$ cat src/rtl/decoder_scan_if.sv
// Valid/ready bus for decoder_scan: index/mode in, one-hot/index/wrap out.
// DECODER_COUNT_EN adds the beats counter output.
interface decoder_scan_if #(
    parameter int unsigned IN_W  = 3
`ifdef DECODER_COUNT_EN
    ,
    parameter int unsigned CNT_W = 16
`endif
);
    localparam int unsigned OUT_W = 1 << IN_W;

    logic              in_valid;
    logic              in_ready;
    logic [IN_W-1:0]   in;
    logic              mode;
    logic              out_valid;
    logic              out_ready;
    logic [OUT_W-1:0]  out;
    logic [IN_W-1:0]   idx;
    logic              wrap;
`ifdef DECODER_COUNT_EN
    logic [CNT_W-1:0]  beats;

    modport master (
        output in_valid, in, mode, out_ready,
        input  in_ready, out_valid, out, idx, wrap, beats
    );

    modport slave (
        input  in_valid, in, mode, out_ready,
        output in_ready, out_valid, out, idx, wrap, beats
    );
`else
    modport master (
        output in_valid, in, mode, out_ready,
        input  in_ready, out_valid, out, idx, wrap
    );

    modport slave (
        input  in_valid, in, mode, out_ready,
        output in_ready, out_valid, out, idx, wrap
    );
`endif
endinterface

$ cat src/rtl/decoder_scan.sv
// Registered binary-to-one-hot decoder with direct and scan (walking bit) modes.
// Define DECODER_COUNT_EN to add the accepted-beat counter on bus.beats.
module decoder_scan #(
    parameter int unsigned IN_W  = 3
`ifdef DECODER_COUNT_EN
    ,
    parameter int unsigned CNT_W = 16
`endif
) (
    input  logic           clk,
    input  logic           rst,
    decoder_scan_if.slave  bus
);
    localparam int unsigned   OUT_W = 1 << IN_W;
    localparam logic [IN_W-1:0] MAX = IN_W'(OUT_W - 1);

    localparam logic [1:0] IDLE   = 2'd0;
    localparam logic [1:0] DIRECT = 2'd1;
    localparam logic [1:0] SCAN   = 2'd2;

    logic [1:0]       state_q, state_d;
    logic [OUT_W-1:0] out_q, out_d;
    logic [IN_W-1:0]  idx_q, idx_d;
    logic             valid_q, valid_d;
    logic             wrap_q, wrap_d;
    logic             ready;
    logic             in_acc;
    logic             out_acc;

    // Upstream may only load when not scanning and the output slot frees up.
    assign ready   = !rst && (state_q != SCAN) && (!valid_q || bus.out_ready);
    assign in_acc  = bus.in_valid && ready;
    assign out_acc = valid_q && bus.out_ready;

    always_comb begin
        state_d = state_q;
        out_d   = out_q;
        idx_d   = idx_q;
        valid_d = valid_q;
        wrap_d  = wrap_q;
        case (state_q)
            IDLE, DIRECT: begin
                if (in_acc) begin
                    state_d = bus.mode ? SCAN : DIRECT;
                    out_d   = OUT_W'(1) << bus.in;
                    idx_d   = bus.in;
                    valid_d = 1'b1;
                    wrap_d  = 1'b0;
                end else if (out_acc) begin
                    state_d = IDLE;
                    out_d   = '0;
                    idx_d   = '0;
                    valid_d = 1'b0;
                    wrap_d  = 1'b0;
                end
            end
            SCAN: begin
                // Stop request is honoured only once the current beat is taken.
                if (out_acc) begin
                    if (!bus.mode) begin
                        state_d = IDLE;
                        out_d   = '0;
                        idx_d   = '0;
                        valid_d = 1'b0;
                        wrap_d  = 1'b0;
                    end else if (idx_q == MAX) begin
                        idx_d  = '0;
                        out_d  = OUT_W'(1);
                        wrap_d = 1'b1;
                    end else begin
                        idx_d  = idx_q + IN_W'(1);
                        out_d  = out_q << 1;
                        wrap_d = 1'b0;
                    end
                end
            end
            default: begin
                state_d = IDLE;
                out_d   = '0;
                idx_d   = '0;
                valid_d = 1'b0;
                wrap_d  = 1'b0;
            end
        endcase
    end

    always_ff @(posedge clk) begin
        if (rst) begin
            state_q <= IDLE;
            out_q   <= '0;
            idx_q   <= '0;
            valid_q <= 1'b0;
            wrap_q  <= 1'b0;
        end else begin
            state_q <= state_d;
            out_q   <= out_d;
            idx_q   <= idx_d;
            valid_q <= valid_d;
            wrap_q  <= wrap_d;
        end
    end

    assign bus.in_ready  = ready;
    assign bus.out_valid = valid_q;
    assign bus.out       = out_q;
    assign bus.idx       = idx_q;
    assign bus.wrap      = wrap_q;

`ifdef DECODER_COUNT_EN
    logic [CNT_W-1:0] beats_q;

    always_ff @(posedge clk) begin
        if (rst) begin
            beats_q <= '0;
        end else if (out_acc) begin
            beats_q <= beats_q + CNT_W'(1);
        end
    end

    assign bus.beats = beats_q;
`endif
endmodule

$ cat src/flat_wrapper.sv
// flat-port wrapper written by rule: the top's interface ports become plain ports
module decoder_scan_flat 
#(
    parameter int unsigned IN_W  = 3

)
  (clk, rst, bus_in_valid, bus_in, bus_mode, bus_out_ready, bus_in_ready, bus_out_valid, bus_out, bus_idx, bus_wrap);
  decoder_scan_if #(.IN_W(IN_W)) bus_i ();
  input  logic clk;
  input  logic rst;
  input wire logic [$bits(bus_i.in_valid)-1:0] bus_in_valid;
  input wire logic [$bits(bus_i.in)-1:0] bus_in;
  input wire logic [$bits(bus_i.mode)-1:0] bus_mode;
  input wire logic [$bits(bus_i.out_ready)-1:0] bus_out_ready;
  output wire logic [$bits(bus_i.in_ready)-1:0] bus_in_ready;
  output wire logic [$bits(bus_i.out_valid)-1:0] bus_out_valid;
  output wire logic [$bits(bus_i.out)-1:0] bus_out;
  output wire logic [$bits(bus_i.idx)-1:0] bus_idx;
  output wire logic [$bits(bus_i.wrap)-1:0] bus_wrap;
  assign bus_i.in_valid = bus_in_valid;
  assign bus_i.in = bus_in;
  assign bus_i.mode = bus_mode;
  assign bus_i.out_ready = bus_out_ready;
  assign bus_in_ready = bus_i.in_ready;
  assign bus_out_valid = bus_i.out_valid;
  assign bus_out = bus_i.out;
  assign bus_idx = bus_i.idx;
  assign bus_wrap = bus_i.wrap;
  decoder_scan #(.IN_W(IN_W)) u_core (.clk(clk), .rst(rst), .bus(bus_i));
endmodule
$ cat config.mk
export PLATFORM = sky130hd
export DESIGN_NAME = decoder_scan_flat
export DESIGN_NICKNAME = d
export VERILOG_FILES = /design/src/rtl/decoder_scan_if.sv /design/src/rtl/decoder_scan.sv /design/src/flat_wrapper.sv
export SDC_FILE = /design/constraint.sdc
export NUM_CORES = 1
export LEC_CHECK = 0
export CAP_MARGIN = 20
export CELL_PAD_IN_SITES_DETAIL_PLACEMENT = 1
export CELL_PAD_IN_SITES_GLOBAL_PLACEMENT = 2
export CORE_UTILIZATION = 28
export DETAILED_ROUTE_END_ITERATION = 8
export PLACE_DENSITY = 0.81
export SYNTH_ARGS = -nofsm -noshare
export SYNTH_HDL_FRONTEND = slang
export SYNTH_SLANG_ARGS = --single-unit
$ cat constraint.sdc
create_clock -name clk -period 1.92 [get_ports clk]
set_input_delay 0.384 -clock clk [delete_from_list [all_inputs] [get_ports clk]]
set_output_delay 0.384 -clock clk [all_outputs]
set_load 0.02 [all_outputs]
## Yosys cells after proc, flatten, opt, wreduce, memory -nomap -nowiden

Cells that the tools add are included.

- Register bits after elaboration: 15
- Input bits: 8
- Output and inout bits: 14
- Word-level logic and storage cells: 53

- Add/sub/neg operators: 1
- Equal/unequal tests: 7
- Shift-type cells: 1
- Muxes and demuxes: 28
- Reductions and logical operators: 11

Operator list:

| cell | number |
|---|---|
| $mux 8 | 5 |
| $pmux 8 s2 | 1 |
| $mux 3 | 5 |
| $mux 2 | 5 |
| $mux 1 | 8 |
| $shl 1x3->8 const A | 1 |
| $pmux 3 s2 | 1 |
| $logic_and 1x1->1 | 4 |
| $ne 2x2->1 const B | 2 |
| $pmux 1 s2 | 2 |
| $pmux 2 s2 | 1 |
| $add 3x1->3 const B | 1 |
| $eq 3x3->1 const B | 1 |
| $ne 3x1->1 const B | 1 |
| $reduce_and 3->1 | 1 |
| $eq 2x1->1 const B | 1 |
| $eq 2x2->1 const B | 1 |
| $logic_not 1->1 | 2 |
| $logic_not 2->1 | 1 |
| $ne 2x1->1 const B | 1 |
| $reduce_and 2->1 | 1 |
| $reduce_or 2->1 | 1 |
| $logic_or 1x1->1 | 1 |

## Logic depth before layout (Yosys ltp)

Gate-level depths: netlist of the first run.

- Depth after elaboration: 6
- Gate-level depth with buffers: 6
- Mapped depth without buffers: 5

## Worst setup path before layout of the first run

OpenSTA, ideal clock, no wires.

- Path kind: input -> output
- Start: input port rst
- End: output port bus_in_ready
- Data arrival time: 1.296 ns
- Required time: 1.536 ns
- Path slack: 0.240 ns
- Stages: 3
- Buffers on the path: 2
- Path through: clkbuf_1 > clkbuf_1 > nor3_1

- Cells in the longest elaborated chain, start to end: 3

Ends and longest elaborated chain:

| item | RTL line | text |
|---|---|---|
| start: declaration | flat_wrapper.sv:10 | `input logic rst;` |
| $logic_not 1->1 | decoder_scan.sv:31 | `assign ready = !rst && (state_q != SCAN) && (!valid_q \|\| bus.out_ready);` |
| $logic_and 1x1->1 (2 in a row) | decoder_scan.sv:31 |  |
| end: declaration | flat_wrapper.sv:15 | `output wire logic [$bits(bus_i.in_ready)-1:0] bus_in_ready;` |

No other way between the ends.

## Worst setup path after layout of the first run

- Start: input port bus_out_ready
- End: output port bus_in_ready

- Cells in the longest elaborated chain, start to end: 2

Ends and longest elaborated chain:

| item | RTL line | text |
|---|---|---|
| start: declaration | flat_wrapper.sv:14 | `input wire logic [$bits(bus_i.out_ready)-1:0] bus_out_ready;` |
| $logic_or 1x1->1 | decoder_scan.sv:31 |  |
| $logic_and 1x1->1 | decoder_scan.sv:31 |  |

No other way between the ends.

==> flow_metrics.tcl, run 1 <==
set metrics [dict create \
    outcome "finished clean" \
    critPathLaunchType "input port" \
    dieHeight_um 58.09 \
    final_nets 133 \
    place_area_sq_um 1166 \
    path_max_fanout 2 \
    p_sw_uw 199.1 \
    drc 0 \
    power.share.combinational_pct 22.7 \
    grt-ovfl-total 0 \
    antenna_cells 0 \
    p_sw_share_pct 30.01 \
    fin_ws_ns 0.1407 \
    stdcell_count 164 \
    power_density_nw_per_um2 556.9 \
    dieArea_sq_um 3374 \
    num_rows 19 \
    vias_per_cell 5.421 \
    io_buffers 21 \
    syn_area_per_cell_sq_um 9.175 \
    clockBufferDepth 2 \
    ys_async_sr_fraction_pct 0 \
    h-tree-depth 1 \
    wl_per_cell_um 15.94 \
    worstMarginPinSlew_ns 0.4222 \
    hold_viol 0 \
    wirelength_um 2614 \
    period_share_pct 92.67 \
    cell_internal_pwr_uw 464.3 \
    clkTransAtPathRegs_ns 0.09 \
    max-cap-violations 0 \
    dp.final_hpwl_um 1847 \
    start_util_pct 30.62 \
    holdWs_ns 0.4630 \
    drv_slew 0 \
    end_kind "primary output" \
    io_pins 22 \
    ys.flop_type "dfxtp_1" \
    skew_ns 0.004527 \
    die_w_um 58.09 \
    synth-edff-count 0 \
    gp_congestion 0.7398 \
    rsz0062_at_grt "no" \
    placed_cells 160 \
    synth.ff_latch_count 15 \
    seqCellArea_sq_um 300.3 \
    cts-root-buf "clkbuf_4" \
    core_area_sq_um 2877 \
    p_leak_nw 0.3901 \
    grt_use_total_pct 16.72 \
    yosys.cell_types.count 36 \
    ys_seq_area_share_pct 34.09 \
    clk_latency_ns 0.29 \
    grt_max_degree 22 \
    cts_num_sinks 15 \
    ff2ff_setup_slack_ns 0.32 \
    ant_nets 0 \
    peakVddDrop_mv 0.3115 \
    syn_area_sq_um 880.8 \
    syn_to_final_growth_pct 35.23 \
    first_pass_iters 4 \
    relSlewSlack_pct 71.85 \
    cts_buffers 3 \
    yosys_warnings 0 \
    fill_cells 332 \
    layout-drive-gt1-share_pct 13.11 \
    syn_nets 106 \
    cts_tree "built" \
    antenna_found_initial 0 \
    multi_input_area_sq_um 498.0 \
    worst_ep_required_time_ns 1.54 \
    power_frac_seq_pct 48.8 \
    vias 889 \
    critical_path_class "in -> out" \
    post-route-min-period_ns 1.779 \
    pre_cts_slack_ns -0.1648 \
    grt_pass1_wl_um 4381 \
    final_area_sq_um 1191 \
    setup_viol 0 \
    grt_pass1_vias 883 \
    worstHoldPathType "reg -> reg" \
    drt_iter0_drc 7 \
    fmax_mhz 562.0 \
    pwr-share-clk_pct 28.6 \
    cp.arrival_ns 1.40 \
    syn_inst 96 \
]
==> final timing paths <==
check | to | startpoint | cells past startpoint
worst min-delay path | u_core.bus.out[7]$_SDFFE_PP0P_ | u_core.bus.out[7]$_SDFFE_PP0P_ | 2
worst max-delay path | bus_in_ready | bus_out_ready | 4
worst min register to register | u_core.bus.out[7]$_SDFFE_PP0P_ | u_core.bus.out[7]$_SDFFE_PP0P_ | 2
worst max register to register | u_core.bus.out[7]$_SDFFE_PP0P_ | u_core.bus.idx[0]$_SDFFE_PP0P_ | 5
==> cell type report <==
class,instances,share of cell area (%)
clock buffer,4,2.206
sequential,15,25.21
multi-input combinational,62,41.81
inverter,12,3.782
tap,42,4.412
timing repair buffer,29,22.58
==> cells in the final DEF, fill, tap and decap left out, drive strengths merged, types with 2 or more instances in the layout <==
cell | synthesis | layout
buf | 3 | 8
a41oi | 3 | 3
a32oi | 7 | 7
dfxtp | 15 | 15
clkdlybuf4s50 | 0 | 20
inv | 12 | 12
nand2 | 2 | 2
a21oi | 4 | 4
ha | 2 | 2
and4bb | 2 | 2
nor2b | 6 | 6
and2 | 2 | 2
and4b | 3 | 3
o21ai | 2 | 2
clkbuf | 4 | 4
o32ai | 11 | 11
nand3 | 2 | 2
==> registers in the layout (all words and copies together), names as in the netlist <==
signal and flops:
u_core.bus.out_valid 1, u_core.bus.idx 3, u_core.state_q 2, u_core.bus.wrap 1, u_core.bus.out 8
==> stage by stage <==
step           TNS (ns)  util, %  total power, mW
2_1_floorplan         0        -           0.4171
3_3_place_gp    -0.1455    40.54           0.4778
3_5_place_dp    -0.2100    40.54           0.4836
4_1_cts               0    41.41           0.6716
5_1_grt               0    41.41           0.6969
6_report              0    41.41           0.6634
==> kinds of logic (layout without fill, tap and decap cells) <==
kind of cell    count (synthesis)  after routing  share of synthesized area [%]
fa+ha+maj                       2              2                          2.840
buf+inv                        19             45                          9.374
simple gates                   26             26                          22.44
flops                          15             15                          34.09
compound gates                 34             34                          31.25
==> repair_timing <==
action	CTS	global route
hold buffers	0	0
buffers inserted	0	0
setup endpoints to repair	1	0
gates resized for setup	1	0
==> power by group through the flow <==
stage / clock network, mW / logic [mW] / registers [mW]
after detailed placement: 0 / 0.153 / 0.331
after global placement: 0 / 0.147 / 0.331
after floorplan: 0 / 0.0755 / 0.342
final: 0.190 / 0.150 / 0.323
after global routing: 0.209 / 0.163 / 0.325
after CTS: 0.195 / 0.152 / 0.324
==> Yosys cell counts (2+ instances only) <==
library cell | number | area [sq um]
and4b_1 | 3 | 30.03
buf_2 | 2 | 10.01
and2_1 | 2 | 12.51
dfxtp_1 | 15 | 300.3
o32ai_1 | 11 | 96.34
nand2_1 | 2 | 7.510
nand3_1 | 2 | 10.01
o21ai_0 | 2 | 10.01
inv_1 | 12 | 45.04
clkbuf_1 | 3 | 11.26
a41oi_1 | 3 | 26.28
a21oi_1 | 3 | 15.01
nor2b_1 | 6 | 37.54
ha_1 | 2 | 25.02
a32oi_1 | 7 | 61.31
==> worst max-delay path: stages <==
cell             delay, ns
clkdlybuf4s50_1       0.48
nor2b_1               0.06
nor3_1                0.12
dlygate4sd2_1         0.35
==> metal layers <==
metal / GRT usage [%] / vias up / wire length (um)
met3: 4.688 / 2 / 72
li1: - / 429 / -
met1: 21.38 / 444 / 1213
met5: 0 / - / 0
met2: 28.74 / 14 / 1310
met4: 2.041 / 0 / 17
(Power assumes the default switching activity.)
==> inputs of run 2 (changes only) <==
PLACE_DENSITY = 0.83   (was 0.81)
SLEW_MARGIN = 40   (was not set)
==> flow_metrics.tcl, run 2 (synthesis gave the netlist of run 1 again) <==
set metrics [dict create \
    dieArea_sq_um 3374 \
    io_pins 22 \
    io_buffers 21 \
    antenna_cells 0 \
    relSlewSlack_pct 72.36 \
    h-tree-depth 1 \
    p_total_uw 663.4 \
    layout-drive-gt1-share_pct 13.82 \
    ant_nets 0 \
    mostFrequentLayoutCells "clkdlybuf4s50_1 (20), dfxtp_1 (15), inv_1 (12)" \
    drv_slew 0 \
    gp_congestion 0.7513 \
    cts_tree "built" \
    grt_pass1_wl_um 4209 \
    drt_iter0_drc 20 \
    layout_commonest_cell "clkdlybuf4s50_1" \
    critPathLaunchType "input port" \
    grt_pass1_vias 897 \
    fin_ws_ns 0.1295 \
    setup_viol 0 \
    syn_to_final_growth_pct 37.50 \
    holdWs_ns 0.4631 \
    num_rows 19 \
    p_sw_share_pct 29.14 \
    max-cap-violations 0 \
    cp.arrival_ns 1.41 \
    clkTransAtPathRegs_ns 0.09 \
    grt-ovfl-total 0 \
    rsz0062_at_grt "no" \
    clockBufferDepth 2 \
    worstMarginPinSlew_ns 0.4145 \
    fill_cells 338 \
    peakVddDrop_mv 0.3132 \
    grt_max_degree 22 \
    start_util_pct 30.62 \
    cts_buffers 3 \
    final_nets 134 \
    dieHeight_um 58.09 \
    core_area_sq_um 2877 \
    hold_viol 0 \
    outcome "finished clean" \
    path_max_fanout 2 \
    power.share.combinational_pct 23.5 \
    pwr-share-clk_pct 27.8 \
    wl_per_cell_um 14.96 \
    grt_use_total_pct 16.30 \
    critical_path_class "in -> out" \
    antenna_found_initial 0 \
    worst_ep_required_time_ns 1.54 \
    dp.final_hpwl_um 1832 \
    period_share_pct 93.26 \
    post-route-min-period_ns 1.791 \
    vias 884 \
    power_frac_seq_pct 48.7 \
    worstHoldPathType "reg -> reg" \
    p_leak_nw 0.4003 \
    drc 0 \
    pre_cts_slack_ns -0.1635 \
    clk_latency_ns 0.29 \
    p_sw_uw 193.3 \
    cell_internal_pwr_uw 470.1 \
    end_kind "primary output" \
    die_w_um 58.09 \
    vias_per_cell 5.358 \
    wirelength_um 2469 \
    cts-root-buf "clkbuf_4" \
    power_density_nw_per_um2 547.7 \
    skew_ns 0.0005262 \
    cts_num_sinks 15 \
    first_pass_iters 4 \
    fmax_mhz 558.5 \
    largest_reg_flops 8 \
]
==> run 2: metal layers <==
layer,up-vias,track usage [%],part of all wire [%]
li1,438,-,-
met1,426,20.60,47
met2,16,26.77,49
met3,4,4.018,2.5
met4,0,6.122,1.7
met5,-,0,0
==> run 2: final timing paths <==
check / startpoint / to / slack, ns / cells past startpoint
setup / recovery: bus_out_ready / bus_in_ready / 0.13 / 4
hold / removal: u_core.bus.out[7]$_SDFFE_PP0P_ / u_core.bus.out[7]$_SDFFE_PP0P_ / 0.46 / 2
setup reg to reg: u_core.bus.idx[0]$_SDFFE_PP0P_ / u_core.bus.out[3]$_SDFFE_PP0P_ / 0.33 / 5
hold reg to reg: u_core.bus.out[7]$_SDFFE_PP0P_ / u_core.bus.out[7]$_SDFFE_PP0P_ / 0.46 / 2
==> run 2: what timing repair did <==
item	CTS	global route
gates resized for setup	1	0
hold buffers	0	0
endpoints found under the setup margin	1	0
setup buffers	0	0
==> run 2: metrics by stage <==
step	std cells	setup TNS, ns	instance area [sq um]	utilization [%]
6_report	165	0	1211	42.11
4_1_cts	165	0	1211	42.11
2_1_floorplan	96	0	880.8	-
5_1_grt	165	0	1211	42.11
3_5_place_dp	161	-0.2131	1186	41.24
3_3_place_gp	161	-0.1506	1186	41.24
==> run 2: cell type report <==
type                            instances  area, sq um  share of cell area, %
Clock buffer                            4        26.28                  2.169
Sequential cell                        15        300.3                  24.79
Multi-Input combinational cell         62        498.0                  41.12
Tap cell                               42        52.55                  4.339
Inverter                               12        45.04                  3.719
Timing Repair Buffer                   30        289.0                  23.86
==> run 2: worst max-delay path: stages <==
cell	delay, ns
clkdlybuf4s50_1	0.48
nor2b_1	0.06
nor3_1	0.13
dlygate4sd2_1	0.35
==> run 2: power by group through the flow <==
stage	sequential (mW)	clock [mW]	combinational, mW
after floorplan	0.342	0	0.0755
after global placement	0.331	0	0.155
after global routing	0.324	0.205	0.169
after CTS	0.323	0.197	0.157
after detailed placement	0.331	0	0.158
final	0.323	0.184	0.156
